`src/rtl/ahb_params_pkg.sv`:
```
// Shared AHB arbiter types: transfer/burst/response encodings and burst beat count.
package ahb_params_pkg;

   localparam int NO_OF_MASTERS = 4;

   typedef enum logic [1:0] {
      TR_IDLE   = 2'd0,
      TR_BUSY   = 2'd1,
      TR_NONSEQ = 2'd2,
      TR_SEQ    = 2'd3
   } htrans_e;

   typedef enum logic [2:0] {
      BU_SINGLE = 3'd0,
      BU_INCR   = 3'd1,
      BU_WRAP4  = 3'd2,
      BU_INCR4  = 3'd3,
      BU_WRAP8  = 3'd4,
      BU_INCR8  = 3'd5,
      BU_WRAP16 = 3'd6,
      BU_INCR16 = 3'd7
   } hburst_e;

   typedef enum logic [1:0] {
      RS_OKAY  = 2'd0,
      RS_ERROR = 2'd1,
      RS_RETRY = 2'd2,
      RS_SPLIT = 2'd3
   } hresp_e;

   // Undefined-length bursts count as a single beat: they never pin the grant.
   function automatic logic [4:0] beats_of(input hburst_e b);
      case (b)
         BU_WRAP4,  BU_INCR4:  beats_of = 5'd4;
         BU_WRAP8,  BU_INCR8:  beats_of = 5'd8;
         BU_WRAP16, BU_INCR16: beats_of = 5'd16;
         default:              beats_of = 5'd1;
      endcase
   endfunction

endpackage

```
`src/rtl/ahb_rr_picker.sv`:
```
// Rotating-priority one-hot selector: first eligible index after rr_ptr, rr_ptr itself last.
module ahb_rr_picker #(
   parameter int N = 4,
   parameter int W = $clog2(N)
) (
   input  logic [N-1:0] eligible_i,
   input  logic [W-1:0] rr_ptr_i,
   output logic [N-1:0] grant_o,
   output logic         valid_o
);

   logic [W-1:0] idx;

   always_comb begin
      grant_o = '0;
      valid_o = 1'b0;
      idx     = '0;
      for (int k = 1; k <= N; k++) begin
         idx = W'((int'(rr_ptr_i) + k) % N);
         if (!valid_o && eligible_i[idx]) begin
            grant_o[idx] = 1'b1;
            valid_o      = 1'b1;
         end
      end
   end

endmodule

```
`src/rtl/ahb_arbiter.sv`:
```
// AHB bus arbiter: round-robin grant with burst/lock hold and SPLIT masking.
module ahb_arbiter #(
   parameter int NO_OF_MASTERS  = ahb_params_pkg::NO_OF_MASTERS,
   parameter int DEFAULT_MASTER = 0
) (
   input  logic                             HCLK,
   input  logic                             HRESET,
   input  logic [NO_OF_MASTERS-1:0]         HBUSREQ,
   input  logic [NO_OF_MASTERS-1:0]         HLOCK,
   input  logic [NO_OF_MASTERS-1:0]         HSPLIT,
   input  logic [1:0]                       HTRANS,
   input  logic [2:0]                       HBURST,
   input  logic                             HREADY,
   input  logic [1:0]                       HRESP,
   output logic [NO_OF_MASTERS-1:0]         HGRANT,
   output logic [$clog2(NO_OF_MASTERS)-1:0] HMASTER,
   output logic                             HMASTLOCK
);
   import ahb_params_pkg::*;

   localparam int MW = $clog2(NO_OF_MASTERS);
   localparam logic [NO_OF_MASTERS-1:0] DEF_OH = NO_OF_MASTERS'(1) << DEFAULT_MASTER;

   function automatic logic [MW-1:0] oh2idx(input logic [NO_OF_MASTERS-1:0] v);
      oh2idx = '0;
      for (int i = 0; i < NO_OF_MASTERS; i++)
         if (v[i]) oh2idx = MW'(i);
   endfunction

   logic [NO_OF_MASTERS-1:0] grant_q, grant_d;
   logic [NO_OF_MASTERS-1:0] split_q, split_d;
   logic [MW-1:0]            master_q, master_d;
   logic [MW-1:0]            rr_q, rr_d;
   logic                     mlock_q, mlock_d;
   logic [3:0]               cnt_q, cnt_d;

   logic [NO_OF_MASTERS-1:0] eligible, pick_grant;
   logic                     pick_valid;
   logic [MW-1:0]            gidx;
   logic                     gvalid, hold, arb_en;

   assign gidx     = oh2idx(grant_q);
   assign gvalid   = |grant_q;
   // A lock only pins the bus while its owner is still requesting.
   assign hold     = gvalid & HLOCK[gidx] & HBUSREQ[gidx];
   assign arb_en   = HREADY & ~hold & (cnt_q <= 4'd1);
   assign eligible = HBUSREQ & ~split_q;

   ahb_rr_picker #(.N(NO_OF_MASTERS), .W(MW)) u_picker (
      .eligible_i (eligible),
      .rr_ptr_i   (rr_q),
      .grant_o    (pick_grant),
      .valid_o    (pick_valid)
   );

   always_comb begin
      grant_d  = grant_q;
      rr_d     = rr_q;
      master_d = master_q;
      mlock_d  = mlock_q;
      cnt_d    = cnt_q;
      split_d  = split_q & ~HSPLIT;

      if (arb_en) begin
         if (pick_valid)               grant_d = pick_grant;
         else if (!split_q[DEFAULT_MASTER]) grant_d = DEF_OH;
         else                          grant_d = '0;
         if (|grant_d) rr_d = oh2idx(grant_d);
      end

      if (HREADY && gvalid) begin
         master_d = gidx;
         mlock_d  = HLOCK[gidx];
      end

      if (HREADY) begin
         case (htrans_e'(HTRANS))
            TR_NONSEQ: cnt_d = 4'(beats_of(hburst_e'(HBURST)) - 5'd1);
            TR_SEQ:    if (cnt_q != 4'd0) cnt_d = cnt_q - 4'd1;
            TR_IDLE:   cnt_d = '0;
            default:   ;
         endcase
      end
      // Any non-OKAY response aborts the burst, in either response cycle.
      if (hresp_e'(HRESP) != RS_OKAY) cnt_d = '0;

      // Set is applied after the clear so a same-cycle release loses.
      if (HREADY && hresp_e'(HRESP) == RS_SPLIT) split_d[master_q] = 1'b1;
   end

   always_ff @(posedge HCLK or posedge HRESET) begin
      if (HRESET) begin
         grant_q  <= DEF_OH;
         rr_q     <= MW'(DEFAULT_MASTER);
         master_q <= MW'(DEFAULT_MASTER);
         mlock_q  <= 1'b0;
         cnt_q    <= '0;
         split_q  <= '0;
      end else begin
         grant_q  <= grant_d;
         rr_q     <= rr_d;
         master_q <= master_d;
         mlock_q  <= mlock_d;
         cnt_q    <= cnt_d;
         split_q  <= split_d;
      end
   end

   assign HGRANT    = grant_q;
   assign HMASTER   = master_q;
   assign HMASTLOCK = mlock_q;

endmodule
```
`config.mk`:
```
export PLATFORM = sky130hd
export DESIGN_NAME = ahb_arbiter
export DESIGN_NICKNAME = d
export VERILOG_FILES = /design/src/rtl/ahb_params_pkg.sv /design/src/rtl/ahb_rr_picker.sv /design/src/rtl/ahb_arbiter.sv
export SDC_FILE = /design/constraint.sdc
export NUM_CORES = 1
export LEC_CHECK = 0
export CAP_MARGIN = 5
export CORE_MARGIN = 10
export CORE_UTILIZATION = 25
export DETAILED_ROUTE_END_ITERATION = 10
export MAX_ROUTING_LAYER = met4
export PLACE_DENSITY = 0.57
export SLEW_MARGIN = 25
export SYNTH_ARGS = -nofsm -noshare
export SYNTH_HDL_FRONTEND = slang
export SYNTH_SLANG_ARGS = --single-unit
```
`constraint.sdc`:
```
create_clock -name HCLK -period 3.67 [get_ports HCLK]
set_input_delay 0.734 -clock HCLK [delete_from_list [all_inputs] [get_ports HCLK]]
set_output_delay 0.734 -clock HCLK [all_outputs]
set_load 0.01 [all_outputs]
```
Word-level counts from Yosys, hierarchy flattened
Index checks and enable logic that the tools add are counted.

Bits in registers: 17. Input port bits: 22. Output and inout bits: 7. Word-level logic and storage cells: 119.

Add/sub/neg operators: 6. Order comparisons: 12. Eq/ne operators: 10. Mux-type cells: 47. Bitwise operators: 13. Reductions and logical operators: 25.

Operator list (number): $mux W4 (12); $pmux W4 S3 (2); $lt A2 B3 Y1 const B (6); $mux W1 (18); $or A4 B4 Y4 (4); $bmux W1 S2 (6); $eq A3 B3 Y1 const B (4); $demux W1 S2 (5); $ge A2 B1 Y1 const B (5); $logic_and A1 B1 Y1 (10); $and A4 B4 Y4 (2); $mux W2 (4); $not A4 Y4 (2); $reduce_bool A4 Y1 (2); $reduce_or A4 Y1 (2); $sub A4 B1 Y4 const B (2); $eq A2 B2 Y1 const B (3); $eq A3 B2 Y1 const B (2); $reduce_or A2 Y1 (3); $add A2 B1 Y2 const B (2); $add A2 B2 Y2 const B (2); $and A1 B1 Y1 (4); $le A4 B1 Y1 const B (1); $reduce_bool A2 Y1 (2); other kinds (6) (8).

Logic depth before layout (Yosys ltp)
Depth in word-level cells: 19. Gate-level depth with buffers: 10. Mapped depth without buffers: 9.

Cells and area by module
Synthesis repeated with hierarchy kept, for this count alone.

Cell total of the unflattened synthesis: 156. Area, all modules: 1430.1 µm².

Modules (own cells, without submodules): ahb_arbiter (times used 1, cells an instance 108, area each 1014.7 µm², seq. area each 426.7 µm²); ahb_rr_picker (times used 1, cells an instance 48, area each 415.4 µm², seq. area each 0.0 µm²).

Worst setup path before layout
No wires, ideal clock.

Path kind: input port to flip-flop. From: input HBUSREQ[0]. To: register rr_q[0]. Setup time: 0.128 ns. Arrival time: 2.479 ns. Data required time: 3.542 ns. Setup slack: 1.064 ns. Stages: 7. Path buffers: 0. Cell sequence: nor2b_1 > mux4_2 > a22o_1 > a221oi_2 > and4_1 > a311oi_1 > mux2_1.

Word-level cells in the longest chain between the ends: 18. Elaborated cells on any way between the ends: 39. Those cells by class: mux: 23; bitwise: 8; reduce/logical: 8.

RTL lines: start, declared (RTL line ahb_arbiter.sv:8) `input logic [NO_OF_MASTERS-1:0] HBUSREQ,`; $and A4 B4 Y4 (RTL line ahb_arbiter.sv:47) `assign eligible = HBUSREQ & ~split_q;`; $bmux W1 S2 (RTL line ahb_rr_picker.sv:20) `if (!valid_o && eligible_i[idx]) begin`; $mux W1 (not written as such) (RTL line ahb_rr_picker.sv:20); $mux W1 (RTL line ahb_rr_picker.sv:20); $logic_not A1 Y1 (RTL line ahb_rr_picker.sv:20); $logic_and A1 B1 Y1 (RTL line ahb_rr_picker.sv:20); $mux W1 (RTL line ahb_rr_picker.sv:20); $logic_not A1 Y1 (RTL line ahb_rr_picker.sv:20); $logic_and A1 B1 Y1 (RTL line ahb_rr_picker.sv:20); $mux W1 (RTL line ahb_rr_picker.sv:20); $logic_not A1 Y1 (RTL line ahb_rr_picker.sv:20); $logic_and A1 B1 Y1 (RTL line ahb_rr_picker.sv:20); $mux W4 or $mux W1 (tied branches) (RTL line ahb_rr_picker.sv:20); $mux W4 (RTL line ahb_arbiter.sv:65) `if (pick_valid) grant_d = pick_grant;`; $mux W4 (RTL line ahb_arbiter.sv:64) `if (arb_en) begin`; $mux W1 (RTL line ahb_arbiter.sv:27) `if (v[i]) oh2idx = MW'(i);`; $mux W2 (2 in a row) (RTL line ahb_arbiter.sv:27); end signal, assigned (RTL line ahb_arbiter.sv:94) `rr_q <= MW'(DEFAULT_MASTER);`; end signal, assigned (RTL line ahb_arbiter.sv:101) `rr_q <= rr_d;`; end, declared (RTL line ahb_arbiter.sv:33) `logic [MW-1:0] rr_q, rr_d;`.

Several ways; a longest one is shown, not always the timed one. The select of a mux whose other input is x is not followed. A chain may end at the register's enable or synchronous reset.

Worst setup path after layout
From: input HBUSREQ[3]. To: register rr_q[0].

The elaborated chain is that of the path after synthesis.

==> run metrics <==
syn avg cell area 9.08 sq um; Crit path arrival time 3.19 ns; nets@finish 226; initial antenna violation count 0; hpwl dp 2960 um; critical path's top delay family multiplexers; Seq cells post-synth 17; critical path's slowest cell mux4_2; Buffers & Inverters on Critical Path 1; Mapped Cells 159; grt total ovfl 0; synthesized area 1440 sq um; ys flop type dfrtp_1; commonest cells after routing, fill and taps aside clkdlybuf4s50_1 (27), dfrtp_1 (16), nand2_1 (16); fmax 327 MHz; final setup vio count 0; Vert. Die Dim 96.0 um; Fin Setup TNS 0 ns; H-tree depth 1; synthesis-to-finish area growth 27.9%; part of the cycle the worst path needs 83.3%; Leak 0.754 nW; Seq/Total Area, Yosys 29.5%; Synth top area share 27.7%; Port Buffers 27; Layout Skew 0.00414 ns; initial DRC count 38; worst reg2reg startpoint rr_q[1]; Final Wtd Congestion 0.834; R2R depth 8; drt drc 0; Vias per Instance 5.01; unrepaired setup endpoints after global routing false; Post CTS Setup Buffer Count 0; antenna-violating nets left 0; slowest stage delay, CP 0.54 ns; GRT Total Usage 8.62%; drt pass-1 iters 4; top cells by area, synth dfrtp_1 (28%), ha_1 (12%), o21ai_0 (4.5%), nand2_1 (4.2%), inv_1 (3.6%); final max-slew violation count 0; Finished Core Util 33.3%; CP Class input pin to flop; crit path launch type input pin; actual slew at the worst max-slew pin 0.688 ns; hold crit path type flop to flop; Synth Net Count 195; core box area 5540 sq um; Root Driver clkbuf_8; Worst setup endpoint rr_q[0]; Initial Utilization 26.1%; largest net degree at the start of global routing 18; DP Worst Slack 0.379 ns; hold_buf cts 0; MaxCap Viol Count 0; status finished clean; via count 1,307; die area 9220 sq um; crit-path cells clkdlybuf4s50_1 > nor2b_4 > mux4_2 > a22o_1 > a221oi_2 > and4_1 > a311oi_1 > mux2_1; crit path max fanout 5; Yosys top cell by area dfrtp_1; Post-CTS Resized 0; number of synthesized flops with an enable pin 0; Reg clk slew, reported paths 0.06 ns; I/O Pins 29; n_diodes 0; ys async rst share 100%; Distinct cells, synth 51; Max VDD drop 0.319 mV; # rows 27; Tmin final 3.06 ns; CTS tree yes; worst endpoint required time 3.81 ns; Final Hold Fails 0; Final Non-Filler Cells 261; PwrDens 627 nW/um^2; total CTS buffers 3; post-route worst setup slack 0.614 ns; clk sinks 17; internal reg-to-reg setup slack 0.76 ns; DRT Wirelength 3630 um; reg-to-reg endpoint rr_q[0]; Synthesis Warnings 0; hold path startpoint HGRANT[0]; clk buf depth 2; Worst-Skew Late Latency 0.25 ns; Cells after DPL 257; share of cells above drive strength 1 9.52%; first-pass GRT wire length 6250 um; Setup crit end kind flop; WL per Instance 13.9 um; CP Depth 8; Total Power 0.00116 W; Die X 96.0 um; vias in the first global route 1,332; relative slew slack 54.1%; Crit. Startpoint HBUSREQ[3]; Fillers 601; commonest non-fill, non-tap cell in the layout clkdlybuf4s50_1
[power breakdown]
| part | internal (W) | switching (W) |
|---|---|---|
| logic | 0.000335 | 0.000332 |
| registers | 0.000244 | 0.000105 |
| clock network | 0.0000754 | 0.0000654 |
| total | 0.000655 | 0.000503 |
[worst register-to-register path: cells and delay by family (launching register included)]
kind	cells	cell delay [ns]
multiplexers	2	0.72
flip-flops	1	0.55
adder cells (fa/ha/maj)	1	0.40
AND/OR/NAND/NOR	1	0.27
AO/OA/AOI/OAI	3	0.64
buffers and inverters	1	0.21
[flip-flops by register name (all words and copies together), names as in the netlist]
register	count
cnt_q	4
rr_q	2
split_q	4
HMASTER	2
HMASTLOCK	1
HGRANT	4
[cells in the mapped netlist (2+ instances only)]
library cell and count:
o21ai_0 13, nand2_1 16, nand3_1 7, dfrtp_1 16
and3_1 3, a211oi_1 2, nor3_1 4, nand2b_1 5
mux2_2 2, or3_1 2, a221oi_2 2, a22o_1 2
nor2b_1 6, nor2_1 3, nand4_1 3, clkbuf_1 2
a21oi_1 4, o22ai_1 2, mux4_2 2, nor3b_1 2
ha_1 14, inv_1 14, o31ai_1 5
[how the worst min path moves through the flow]
| stage | end | slack, ns | depth (start not counted) |
|---|---|---|---|
| floorplan | cnt_q[1] | 0.47 | 2 |
| global placement | cnt_q[1] | 0.50 | 2 |
| detailed placement | HMASTLOCK | 0.50 | 1 |
| CTS | cnt_q[1] | 0.53 | 2 |
| global route | HMASTLOCK | 0.55 | 1 |
| finish | HGRANT[0] | 0.52 | 2 |
[stage by stage]
stage | hold WS (ns) | instance area [sq um]
after global routing | 0.550 | 1850
after CTS | 0.526 | 1850
after global placement | 0.502 | 1800
final | 0.518 | 1850
after floorplan | 0.473 | 1440
after detailed placement | 0.505 | 1800
[final cells by class]
type | count | area, sq um | area share (%)
clock buffer | 3 | 41.3 | 2.24
clock inverter | 1 | 5.00 | 0.271
inverter | 15 | 58.8 | 3.18
multi-input combinational | 124 | 940 | 50.9
sequential | 17 | 427 | 23.1
tap | 72 | 90.1 | 4.88
timing repair buffer | 29 | 285 | 15.4
[routing by layer]
metal,global-route usage [%],share of wire (%),up-vias
met5,-,0,-
met4,2.83,0.94,0
met3,1.71,3.8,4
met2,14.3,49,25
met1,10.2,46,622
li1,-,-,656
[logic make-up after synthesis]
group | Yosys count | synth area share (%)
xor gates and xnor gates | 1 | 0.607
buffers and inverters | 18 | 5.37
adders and majority gates | 14 | 12.1
AOI/OAI and AO/OA | 45 | 22.7
muxes | 6 | 7.28
DFF | 17 | 29.5
and+or+nand+nor | 58 | 22.4
Note: power is estimated with default switching activity, not from simulation.
